==> src/rtl/signed_addsub_pkg.sv <==
// Shared types and constants for the serial signed adder/subtractor.
// Holds the controller state encoding and the saturation constant helpers.
package signed_addsub_pkg;

  typedef enum logic [1:0] {
    IDLE = 2'd0,
    RUN  = 2'd1,
    DONE = 2'd2
  } state_t;

  // Returned 64 bits wide; callers truncate to their WIDTH (WIDTH <= 64).
  function automatic logic [63:0] sat_max_pos(input int unsigned width);
    return (64'd1 << (width - 1)) - 64'd1;
  endfunction

  function automatic logic [63:0] sat_max_neg(input int unsigned width);
    return 64'd1 << (width - 1);
  endfunction

endpackage

==> src/rtl/signed_addsub_serial_digit.sv <==
// One DIGIT-bit ripple-carry slice; also exposes the carry into its top bit
// so the caller can form signed overflow on the most significant digit.
module addsub_digit #(
  parameter int DIGIT = 4
) (
  input  logic [DIGIT-1:0] a_d,
  input  logic [DIGIT-1:0] b_d,
  input  logic             cin,
  output logic [DIGIT-1:0] s_d,
  output logic             cout,
  output logic             c_top_in
);

  logic [DIGIT:0] c;

  assign c[0] = cin;

  for (genvar i = 0; i < DIGIT; i++) begin : g_fa
    assign s_d[i]   = a_d[i] ^ b_d[i] ^ c[i];
    assign c[i + 1] = (a_d[i] & b_d[i]) | (a_d[i] & c[i]) | (b_d[i] & c[i]);
  end

  assign cout     = c[DIGIT];
  assign c_top_in = c[DIGIT-1];

endmodule

==> src/rtl/signed_addsub_serial.sv <==
// Digit-serial signed add/subtract with valid/ready on both sides.
// Define SIGNED_ADDSUB_SAT_EN to saturate the result on signed overflow.
module signed_addsub_serial
  import signed_addsub_pkg::*;
#(
  parameter int WIDTH = 16,
  parameter int DIGIT = 4
) (
  input  logic             clk,
  input  logic             rst_n,
  input  logic             in_valid,
  output logic             in_ready,
  input  logic [WIDTH-1:0] a,
  input  logic [WIDTH-1:0] b,
  input  logic             sub,
  output logic             out_valid,
  input  logic             out_ready,
  output logic [WIDTH-1:0] sum,
  output logic             overflow,
  output logic             carry_out
);

  localparam int N  = WIDTH / DIGIT;
  localparam int CW = (N > 1) ? $clog2(N) : 1;
  localparam logic [CW-1:0]    LAST    = CW'(N - 1);
  localparam logic [WIDTH-1:0] MAX_POS = WIDTH'(sat_max_pos(WIDTH));
  localparam logic [WIDTH-1:0] MAX_NEG = WIDTH'(sat_max_neg(WIDTH));

  state_t state_q, state_d;

  logic [WIDTH-1:0] a_q, b_q, sum_q;
  logic [CW-1:0]    cnt_q;
  logic             carry_q, ovf_q, cout_q;

  logic [DIGIT-1:0] a_dig, b_dig, s_dig;
  logic             c_out_dig, c_top_dig;
  logic             last_dig;

  assign a_dig    = a_q[cnt_q*DIGIT +: DIGIT];
  assign b_dig    = b_q[cnt_q*DIGIT +: DIGIT];
  assign last_dig = (cnt_q == LAST);

  addsub_digit #(.DIGIT(DIGIT)) u_digit (
    .a_d      (a_dig),
    .b_d      (b_dig),
    .cin      (carry_q),
    .s_d      (s_dig),
    .cout     (c_out_dig),
    .c_top_in (c_top_dig)
  );

  always_comb begin
    state_d   = state_q;
    in_ready  = 1'b0;
    out_valid = 1'b0;
    case (state_q)
      IDLE: begin
        in_ready = 1'b1;
        if (in_valid) state_d = RUN;
      end
      RUN: begin
        if (last_dig) state_d = DONE;
      end
      DONE: begin
        out_valid = 1'b1;
        if (out_ready) state_d = IDLE;
      end
      default: state_d = IDLE;
    endcase
  end

  always_ff @(posedge clk or negedge rst_n) begin
    if (!rst_n) state_q <= IDLE;
    else        state_q <= state_d;
  end

  // Subtraction is A + ~B + 1: the +1 enters as the initial carry.
  always_ff @(posedge clk or negedge rst_n) begin
    if (!rst_n) begin
      a_q     <= '0;
      b_q     <= '0;
      sum_q   <= '0;
      cnt_q   <= '0;
      carry_q <= 1'b0;
      ovf_q   <= 1'b0;
      cout_q  <= 1'b0;
    end else begin
      case (state_q)
        IDLE: begin
          if (in_valid) begin
            a_q     <= a;
            b_q     <= sub ? ~b : b;
            carry_q <= sub;
            cnt_q   <= '0;
          end
        end
        RUN: begin
          sum_q[cnt_q*DIGIT +: DIGIT] <= s_dig;
          carry_q <= c_out_dig;
          cnt_q   <= cnt_q + 1'b1;
          if (last_dig) begin
            cout_q <= c_out_dig;
            ovf_q  <= c_top_dig ^ c_out_dig;
`ifdef SIGNED_ADDSUB_SAT_EN
            if (c_top_dig ^ c_out_dig)
              sum_q <= a_q[WIDTH-1] ? MAX_NEG : MAX_POS;
`endif
          end
        end
        default: ;
      endcase
    end
  end

  assign sum       = sum_q;
  assign overflow  = ovf_q;
  assign carry_out = cout_q;

endmodule

==> config.mk <==
export PLATFORM = sky130hd
export DESIGN_NAME = signed_addsub_serial
export DESIGN_NICKNAME = d
export VERILOG_FILES = /design/src/rtl/signed_addsub_pkg.sv /design/src/rtl/signed_addsub_serial_digit.sv /design/src/rtl/signed_addsub_serial.sv
export SDC_FILE = /design/constraint.sdc
export NUM_CORES = 1
export LEC_CHECK = 0
export CAP_MARGIN = 30
export CORE_ASPECT_RATIO = 1.75
export CORE_UTILIZATION = 51
export DETAILED_ROUTE_END_ITERATION = 16
export GPL_TIMING_DRIVEN = 1
export MAX_ROUTING_LAYER = met4
export PLACE_DENSITY = 0.91
export SLEW_MARGIN = 20
export SYNTH_ARGS = -nofsm -noshare
export SYNTH_HDL_FRONTEND = slang
export SYNTH_SLANG_ARGS = --single-unit
==> constraint.sdc <==
create_clock -name clk -period 3.3 [get_ports clk]
set_input_delay 0.66 -clock clk [delete_from_list [all_inputs] [get_ports clk]]
set_output_delay 0.66 -clock clk [all_outputs]
set_load 0.05 [all_outputs]
==> results of run 1 <==
-- worst max-delay path by stage --
stage,endpoint,depth (start not counted),startpoint,slack (ns)
after floorplan,sum[7],10,cnt_q[0],0.51
after global placement,sum[7],9,cnt_q[0],0.58
after detailed placement,sum[7],9,cnt_q[0],0.48
after CTS,sum[7],9,cnt_q[0],0.43
after global routing,sum[7],9,cnt_q[0],0.30
final,sum[7],9,cnt_q[0],0.42
-- per-layer routing --
layer | wire, um | vias to the layer above
li1 | - | 909
met1 | 1990 | 909
met2 | 2830 | 67
met3 | 167 | 23
met4 | 303 | 0
met5 | 0 | -
-- worst max-delay path, cell delays in order, from the launching register on --
cell     delay (ns)
dfrtp_1        0.42
mux4_1         0.61
fa_1           0.41
inv_1          0.08
fa_1           0.18
fa_1           0.23
inv_1          0.07
fa_1           0.56
nand3_1        0.10
o21ai_0        0.15
-- final cells by class --
cell class	count	area (sq um)	area share [%]
clock inverter	2	12.5	0.368
clock buffer	6	72.6	2.13
timing repair buffer	60	586	17.2
sequential	55	1380	40.5
inverter	10	40.0	1.18
multi-input combinational	154	1250	36.6
tap	54	67.6	1.99
-- metrics by stage --
stage | area (sq um) | utilization, %
floorplan | 2740 | -
detailed placement | 3320 | 65.5
global placement | 3320 | 65.5
global route | 3400 | 67.2
finish | 3400 | 67.2
CTS | 3400 | 67.2
-- sequential cells by signal, summed over array words and instances (netlist names) --
register,cells
sum,16
b_q,16
carry_q,1
overflow,1
cnt_q,2
state_q,2
carry_out,1
a_q,16
-- cell families (layout without fill, tap and decap cells) --
family / Yosys count / count (layout) / share of synthesized area [%]
buffers and inverters: 22 / 78 / 4.35
AOI/OAI and AO/OA: 39 / 39 / 8.23
and+or+nand+nor: 63 / 63 / 11.3
adders and majority gates: 10 / 10 / 5.67
DFF: 55 / 55 / 50.3
xor gates and xnor gates: 17 / 17 / 5.44
muxes: 25 / 25 / 14.7
-- Yosys cell counts (all sizes together) --
cell type / n / area share [%]
dfrtp: 55 / 50
nand2b: 2 / 0.46
inv: 10 / 1.5
fa: 4 / 2.9
ha: 6 / 2.7
xnor2: 16 / 5.1
mux4: 8 / 7.7
nand3: 3 / 0.55
nor4b: 1 / 0.32
nand2: 25 / 3.4
nand3b: 5 / 1.8
nor3: 2 / 0.37
nor3b: 4 / 1.3
clkbuf: 3 / 0.55
o22ai: 2 / 0.46
or3: 1 / 0.23
xor2: 1 / 0.32
o21ai: 11 / 2.0
a21oi: 16 / 2.9
mux2: 17 / 7.0
nor2b: 1 / 0.23
buf: 9 / 2.3
nor2: 19 / 2.6
o41ai: 2 / 0.64
o31ai: 7 / 1.9
o21bai: 1 / 0.27
-- power breakdown --
group          internal [mW]  switching (mW)  leakage [nW]
Sequential             0.974           0.203         0.667
Clock                  0.149           0.215        0.0412
Combinational          0.857            1.19         0.695
Total                   1.98            1.60          1.40
==> flow_summary.toml, run 1 <==
[timing]
tightestPinTransition_ns = 0.886
finClkSkew_ns = 0.00757
rsz0062_at_grt = "false"
fin_crit_ns = 2.88
setup-violations-final = 0
finalMaxSlewViolations = 0
slew_headroom_pct = 40.8
timing.hold.ws_ns = 0.458
fin_ws_ns = 0.421
finalHoldViolCount = 0
fin_tns_setup_ns = 0
fmax_mhz = 347
min_period_over_period_pct = 87.2

[placement]
gp_routability_congestion = 0.875
dp_cells = 333
dp_slack_ns = 0.477
numPortBuffers = 56
place_hpwl_um = 3900

[die]
dieWidth_um = 57.4
num_rows = 34
core_sq_mm = 0.00506
start_util_pct = 54.0
die_area_sq_mm = 0.00567
dieHeight_um = 98.9
io_pins = 57

[synth]
synth_cell_types = 32
ys_ff_latch = 55
synth.net_count = 278
synth_area_per_cell_sq_um = 11.8
ys_warn_count = 0
synth_cells = 231
ys_seq_area_share_pct = 50.3
synth.cell_area_sq_mm = 0.00274

[cts]
clkLatencyLatePin_ns = 0.31
cts-root-buf = "clkbuf_8"
clk_path_buf_depth = 2
cts_sinks = 55
cts_setup_buffers = 0
hold_buffers = 0
cts_tree = "yes"
htree_levels = 2
numCtsBuffers = 5
clk_pin_slew_ns = 0.10
cts_resized = 0

[routing]
first_pass_iters = 11
final_antenna_net_count = 0
routed_wl_um = 5290
wl_per_cell_um = 15.5
routed-via-count = 1908
drcViolationCount = 3
routed_via_density = 5.60
drtIter0Drc = 58

[outcome]
violations = "DRC"
status = "complete, but fails checks"

[global_routing]
grt_max_degree = 56
globalRoute.busiestLayer = "met2"
grt_overflow = 0
first_global_vias = 1966
use_met1_pct = 23.2
grt_usage_pct = 21.4
use_met3_pct = 3.28
antenna_found_initial = 0
grt_pass1_wl_um = 8890
use_met2_pct = 35.0

[critical_path]
end_kind = "flop"
cp.arrival_ns = 3.11
cp.required_ns = 3.54
crit_type = "flop to flop"
r2r-end = "sum[7]"
r2r_cells = 9
crit_fanout = 4
rrSetupSlack_ns = 0.42
start_kind = "flop"
r2r-start = "cnt_q[0]"

[finish]
antenna_cells = 0
layout.nets = 333
fill_cells = 381
areaGrowthSynthToFinish_pct = 24.3
fin_cells = 341
final_cell_mix = "dfrtp_1, clkdlybuf4s50_1, nand2_1, nor2_1, mux2_2"
drive_gt1_share_pct = 11.1

[pwr]
design_power_total_mw = 3.58
p_per_area_mw_per_mm2 = 1050
p_leak_nw = 1.40
peakVddDrop_v = 0.000467

[run]
drv_cap = 0

[worst_hold_path]
min_path_type = "input pin to async pin"
No activity file was read; power rests on OpenSTA's default activity.
==> run 2, diff against run 1 <==
--- a/config.mk
+++ b/config.mk
@@ -6,12 +6,15 @@
 export NUM_CORES = 1
 export LEC_CHECK = 0
 export CAP_MARGIN = 30
+export CELL_PAD_IN_SITES_DETAIL_PLACEMENT = 1
+export CELL_PAD_IN_SITES_GLOBAL_PLACEMENT = 1
 export CORE_ASPECT_RATIO = 1.75
-export CORE_UTILIZATION = 51
+export CORE_UTILIZATION = 49
 export DETAILED_ROUTE_END_ITERATION = 16
+export DONT_BUFFER_PORTS = 1
 export GPL_TIMING_DRIVEN = 1
 export MAX_ROUTING_LAYER = met4
-export PLACE_DENSITY = 0.91
+export PLACE_DENSITY = 0.89
 export SLEW_MARGIN = 20
 export SYNTH_ARGS = -nofsm -noshare
 export SYNTH_HDL_FRONTEND = slang
==> run 2 against run 1 <==
  * Critical endpoint is now sum[15]
  * Maximum frequency down 5.2%
  * Final cell count down 10%
  * The flow now finishes without violations
  * Clock power up 44%
==> flow_summary.toml, run 2 (synthesis results as in run 1) <==
[timing]
slew_headroom_pct = 36.4
finalHoldViolCount = 0
fmax_mhz = 329
tightestPinTransition_ns = 0.950
fin_ws_ns = 0.262
rsz0062_at_grt = "false"
finClkSkew_ns = 0.0101
finalMaxSlewViolations = 0
fin_tns_setup_ns = 0
setup-violations-final = 0
fin_crit_ns = 3.04
min_period_over_period_pct = 92.0

[die]
num_rows = 35
dieHeight_um = 101
io_pins = 57
core_sq_mm = 0.00530
die_area_sq_mm = 0.00590
start_util_pct = 51.6
dieWidth_um = 58.5

[pwr]
peakVddDrop_v = 0.000489
p_leak_nw = 1.23
p_per_area_mw_per_mm2 = 1240

[critical_path]
crit_type = "flop to flop"
r2r-start = "cnt_q[0]"
end_kind = "flop"
rrSetupSlack_ns = 0.26
start_kind = "flop"
cp.arrival_ns = 3.26
startpoint = "cnt_q[0]"
crit_family = "adder cells"
cp.required_ns = 3.53
crit_path_cell_trace = "mux4_1 > fa_1 > inv_1 > fa_1 > fa_1 > inv_1 > fa_1 > nand2_1 > o21ai_0"
cp_slowest_cell = "mux4_1"
crit_top_cell = "fa_1"
cpPeakStageDelay_ns = 0.63
crit_fanout = 6
cp_num_buf_inv = 2

[finish]
fill_cells = 545
final_cell_mix = "dfrtp_1, nand2_1, nor2_1, mux2_2"
areaGrowthSynthToFinish_pct = 7.37
fin_cells = 307
final_common_cell = "dfrtp_1"
regArea_sq_mm = 0.00138
drive_gt1_share_pct = 14.2
multiInputGateArea_sq_mm = 0.00125
layout.nets = 279
antenna_cells = 0

[routing]
drtIter0Drc = 52
routed_via_density = 5.70
routed_wl_um = 6050
final_antenna_net_count = 0
first_pass_iters = 4
wl_per_cell_um = 19.7
routed-via-count = 1751
drcViolationCount = 0

[placement]
dp_slack_ns = 0.341
place_hpwl_um = 4160
gp_routability_congestion = 0.842
dp_cells = 298
numPortBuffers = 0

[cts]
numCtsBuffers = 5
cts-root-buf = "clkbuf_8"
clk_pin_slew_ns = 0.10
clk_path_buf_depth = 2
cts_tree = "yes"
htree_levels = 2
cts_setup_buffers = 0
clkLatencyLatePin_ns = 0.32
hold_buffers = 0
cts_sinks = 55
cts_resized = 0

[global_routing]
first_global_vias = 1962
grt_usage_pct = 23.7
antenna_found_initial = 0
grt_pass1_wl_um = 9850
grt_max_degree = 56
grt_overflow = 0

[worst_hold_path]
min_path_type = "input pin to async pin"

[run]
drv_cap = 0

[outcome]
status = "completed"
==> run 2: worst paths after layout <==
path | end | cells past startpoint
max | sum[15] | 9
min | b_q[0] | 0
max reg2reg | sum[15] | 9
min reg2reg | a_q[8] | 1
max in group asynchronous | sum[1] | 0
min in group clk | state_q[1] | 1
==> run 2: power breakdown <==
group	switching, mW	total, mW	internal (mW)
Clock	0.220	0.523	0.303
Combinational	0.940	1.65	0.714
Sequential	0.500	1.47	0.970
==> run 2: layout make-up <==
type	count	area share, %
Sequential cell	55	46.9
Multi-Input combinational cell	154	42.4
Tap cell	74	3.15
Clock buffer	6	2.47
Clock inverter	2	2.05
Timing Repair Buffer	6	1.66
Inverter	10	1.36
==> run 2: through the flow <==
| step | power, mW | hold WS (ns) | utilization [%] | area [sq um] |
|---|---|---|---|---|
| after floorplan | 2.63 | 0.364 | - | 2740 |
| after global placement | 2.99 | 0.366 | 52.7 | 2790 |
| after detailed placement | 3.09 | 0.366 | 52.7 | 2790 |
| after CTS | 3.68 | 0.0184 | 55.2 | 2930 |
| after global routing | 3.88 | 0.0156 | 55.4 | 2940 |
| final | 3.65 | 0.0278 | 55.4 | 2940 |
==> run 2: per-layer routing <==
layer	part of all wire (%)	global-route usage [%]	vias up	routed length, um
li1	-	-	808	-
met1	35	24.6	894	2130
met2	59	42.8	40	3580
met3	3.1	2.70	9	190
met4	2.4	12.3	0	148
met5	0	-	-	0
==> run 3, diff against run 2 <==
--- a/config.mk
+++ b/config.mk
@@ -9,12 +9,12 @@
 export CELL_PAD_IN_SITES_DETAIL_PLACEMENT = 1
 export CELL_PAD_IN_SITES_GLOBAL_PLACEMENT = 1
 export CORE_ASPECT_RATIO = 1.75
-export CORE_UTILIZATION = 49
+export CORE_UTILIZATION = 53
 export DETAILED_ROUTE_END_ITERATION = 16
 export DONT_BUFFER_PORTS = 1
 export GPL_TIMING_DRIVEN = 1
 export MAX_ROUTING_LAYER = met4
-export PLACE_DENSITY = 0.89
+export PLACE_DENSITY_LB_ADDON = 0.1
 export SLEW_MARGIN = 20
 export SYNTH_ARGS = -nofsm -noshare
 export SYNTH_HDL_FRONTEND = slang
==> constraint.sdc (replaced) <==
create_clock -name clk -period 3.7 [get_ports clk]
set_input_delay 0.74 -clock clk [delete_from_list [all_inputs] [get_ports clk]]
set_output_delay 0.74 -clock clk [all_outputs]
set_load 0.05 [all_outputs]
==> run 3 against run 2 <==
  * Worst hold slack better by 0.080 ns
  * Total power down 16%
  * Global-route usage about the same
  * Design area down 3.2%
  * Critical endpoint unchanged
==> flow_summary.toml, run 3 (synthesis results as in run 1) <==
[cts]
clk_path_buf_depth = 2
cts-root-buf = "clkbuf_8"
clk_pin_slew_ns = 0.09
cts_sinks = 55
cts_resized = 0
htree_levels = 2
cts_tree = "yes"
cts_setup_buffers = 0
numCtsBuffers = 5
hold_buffers = 0
clkLatencyLatePin_ns = 0.31

[global_routing]
grt_usage_pct = 23.7
grt_max_degree = 56
antenna_found_initial = 0
first_global_vias = 1949
grt_overflow = 0
grt_pass1_wl_um = 9520

[finish]
drive_gt1_share_pct = 13.0
antenna_cells = 0
fill_cells = 527
final_common_cell = "dfrtp_1"
final_cell_mix = "dfrtp_1, nand2_1, nor2_1, mux2_2"
fin_cells = 285
areaGrowthSynthToFinish_pct = 3.89
final_area_sq_mm = 0.00284
layout.nets = 277

[routing]
drtIter0Drc = 43
wl_per_cell_um = 20.3
final_antenna_net_count = 0
drcViolationCount = 0
routed_via_density = 5.97
routed-via-count = 1701
routed_wl_um = 5790
first_pass_iters = 4

[timing]
finalHoldViolCount = 0
finClkSkew_ns = 0.00720
fin_crit_ns = 3.12
fin_tns_setup_ns = 0
slew_headroom_pct = 39.4
finalMaxSlewViolations = 0
setup-violations-final = 0
fmax_mhz = 321
min_period_over_period_pct = 84.3
rsz0062_at_grt = "false"
tightestPinTransition_ns = 0.905

[die]
start_util_pct = 55.0
dieHeight_um = 97.0
io_pins = 57
num_rows = 34
dieWidth_um = 56.3
core_sq_mm = 0.00498
die_area_sq_mm = 0.00546

[placement]
place_hpwl_um = 4410
dp_cells = 277
place_area_sq_mm = 0.00276
gp_routability_congestion = 0.895
numPortBuffers = 0

[critical_path]
crit_type = "flop to flop"
r2r_cells = 9
cpPeakStageDelay_ns = 0.65
rrSetupSlack_ns = 0.58
crit_fanout = 7
start_kind = "flop"
cp.arrival_ns = 3.35
cp_slowest_cell = "mux4_1"
r2r-end = "sum[15]"
crit_top_cell = "fa_1"
cp.required_ns = 3.93
r2r-start = "cnt_q[0]"
end_kind = "flop"
crit_path_cell_trace = "mux4_1 > fa_1 > inv_1 > fa_1 > fa_1 > inv_1 > fa_1 > nand2_1 > o21ai_0"

[pwr]
peakVddDrop_v = 0.000665
p_leak_nw = 1.19
p_per_area_mw_per_mm2 = 1080

[run]
drv_cap = 0

[worst_hold_path]
min_path_type = "input pin to async pin"

[outcome]
status = "completed"
## run 3: changes by cell type in the layout (fill, tap and decap cells not counted)
cell	delta
bufinv_16	-2
buf_4	-1
buf_6	-1
clkbuf_1	+1
clkinv_2	+1
## run 3: power by group
part | switching, mW | internal [mW]
logic | 0.801 | 0.622
clock network | 0.192 | 0.133
registers | 0.446 | 0.865
## run 3: per-layer routing
layer	global-route usage [%]	share of wire [%]	vias to the layer above
li1	-	-	797
met1	23.9	34	852
met2	45.1	61	42
met3	3.61	3.3	10
met4	7.69	2.0	0
met5	-	0	-
## run 3: layout make-up
type | instances | area [sq um] | area share [%]
well taps | 54 | 67.6 | 2.38
inverters | 10 | 40.0 | 1.41
clock buffers | 7 | 76.3 | 2.69
clock inverters | 1 | 5.00 | 0.176
multi-input cells | 154 | 1250 | 43.9
repair buffers | 4 | 30.0 | 1.06
flip-flops and latches | 55 | 1380 | 48.4
## run 3: worst max path at each step
stage	slack, ns	to	startpoint
3_3_place_gp	0.82	sum[7]	cnt_q[0]
3_5_place_dp	0.61	sum[15]	cnt_q[0]
5_1_grt	0.43	sum[15]	cnt_q[0]
2_1_floorplan	0.91	sum[7]	cnt_q[0]
6_report	0.58	sum[15]	cnt_q[0]
4_1_cts	0.60	sum[15]	cnt_q[0]
## run 3: worst max-delay path, delay by kind of cell, from the launching register on
family                     cells  cell delay, ns
and+or+nand+nor                1            0.09
muxes                          1            0.65
DFF                            1            0.53
AOI/OAI and AO/OA              1            0.17
buffers and inverters          2            0.16
adders and majority gates      4            1.45
## run 3: through the flow
step	power (mW)	hold slack [ns]	utilization [%]	setup slack, ns
final	3.06	0.108	57.1	0.581
after global routing	3.27	0.101	57.1	0.434
after floorplan	2.35	0.444	-	0.908
after global placement	2.67	0.445	55.5	0.817
after CTS	3.09	0.111	57.1	0.598
after detailed placement	2.76	0.446	55.5	0.615
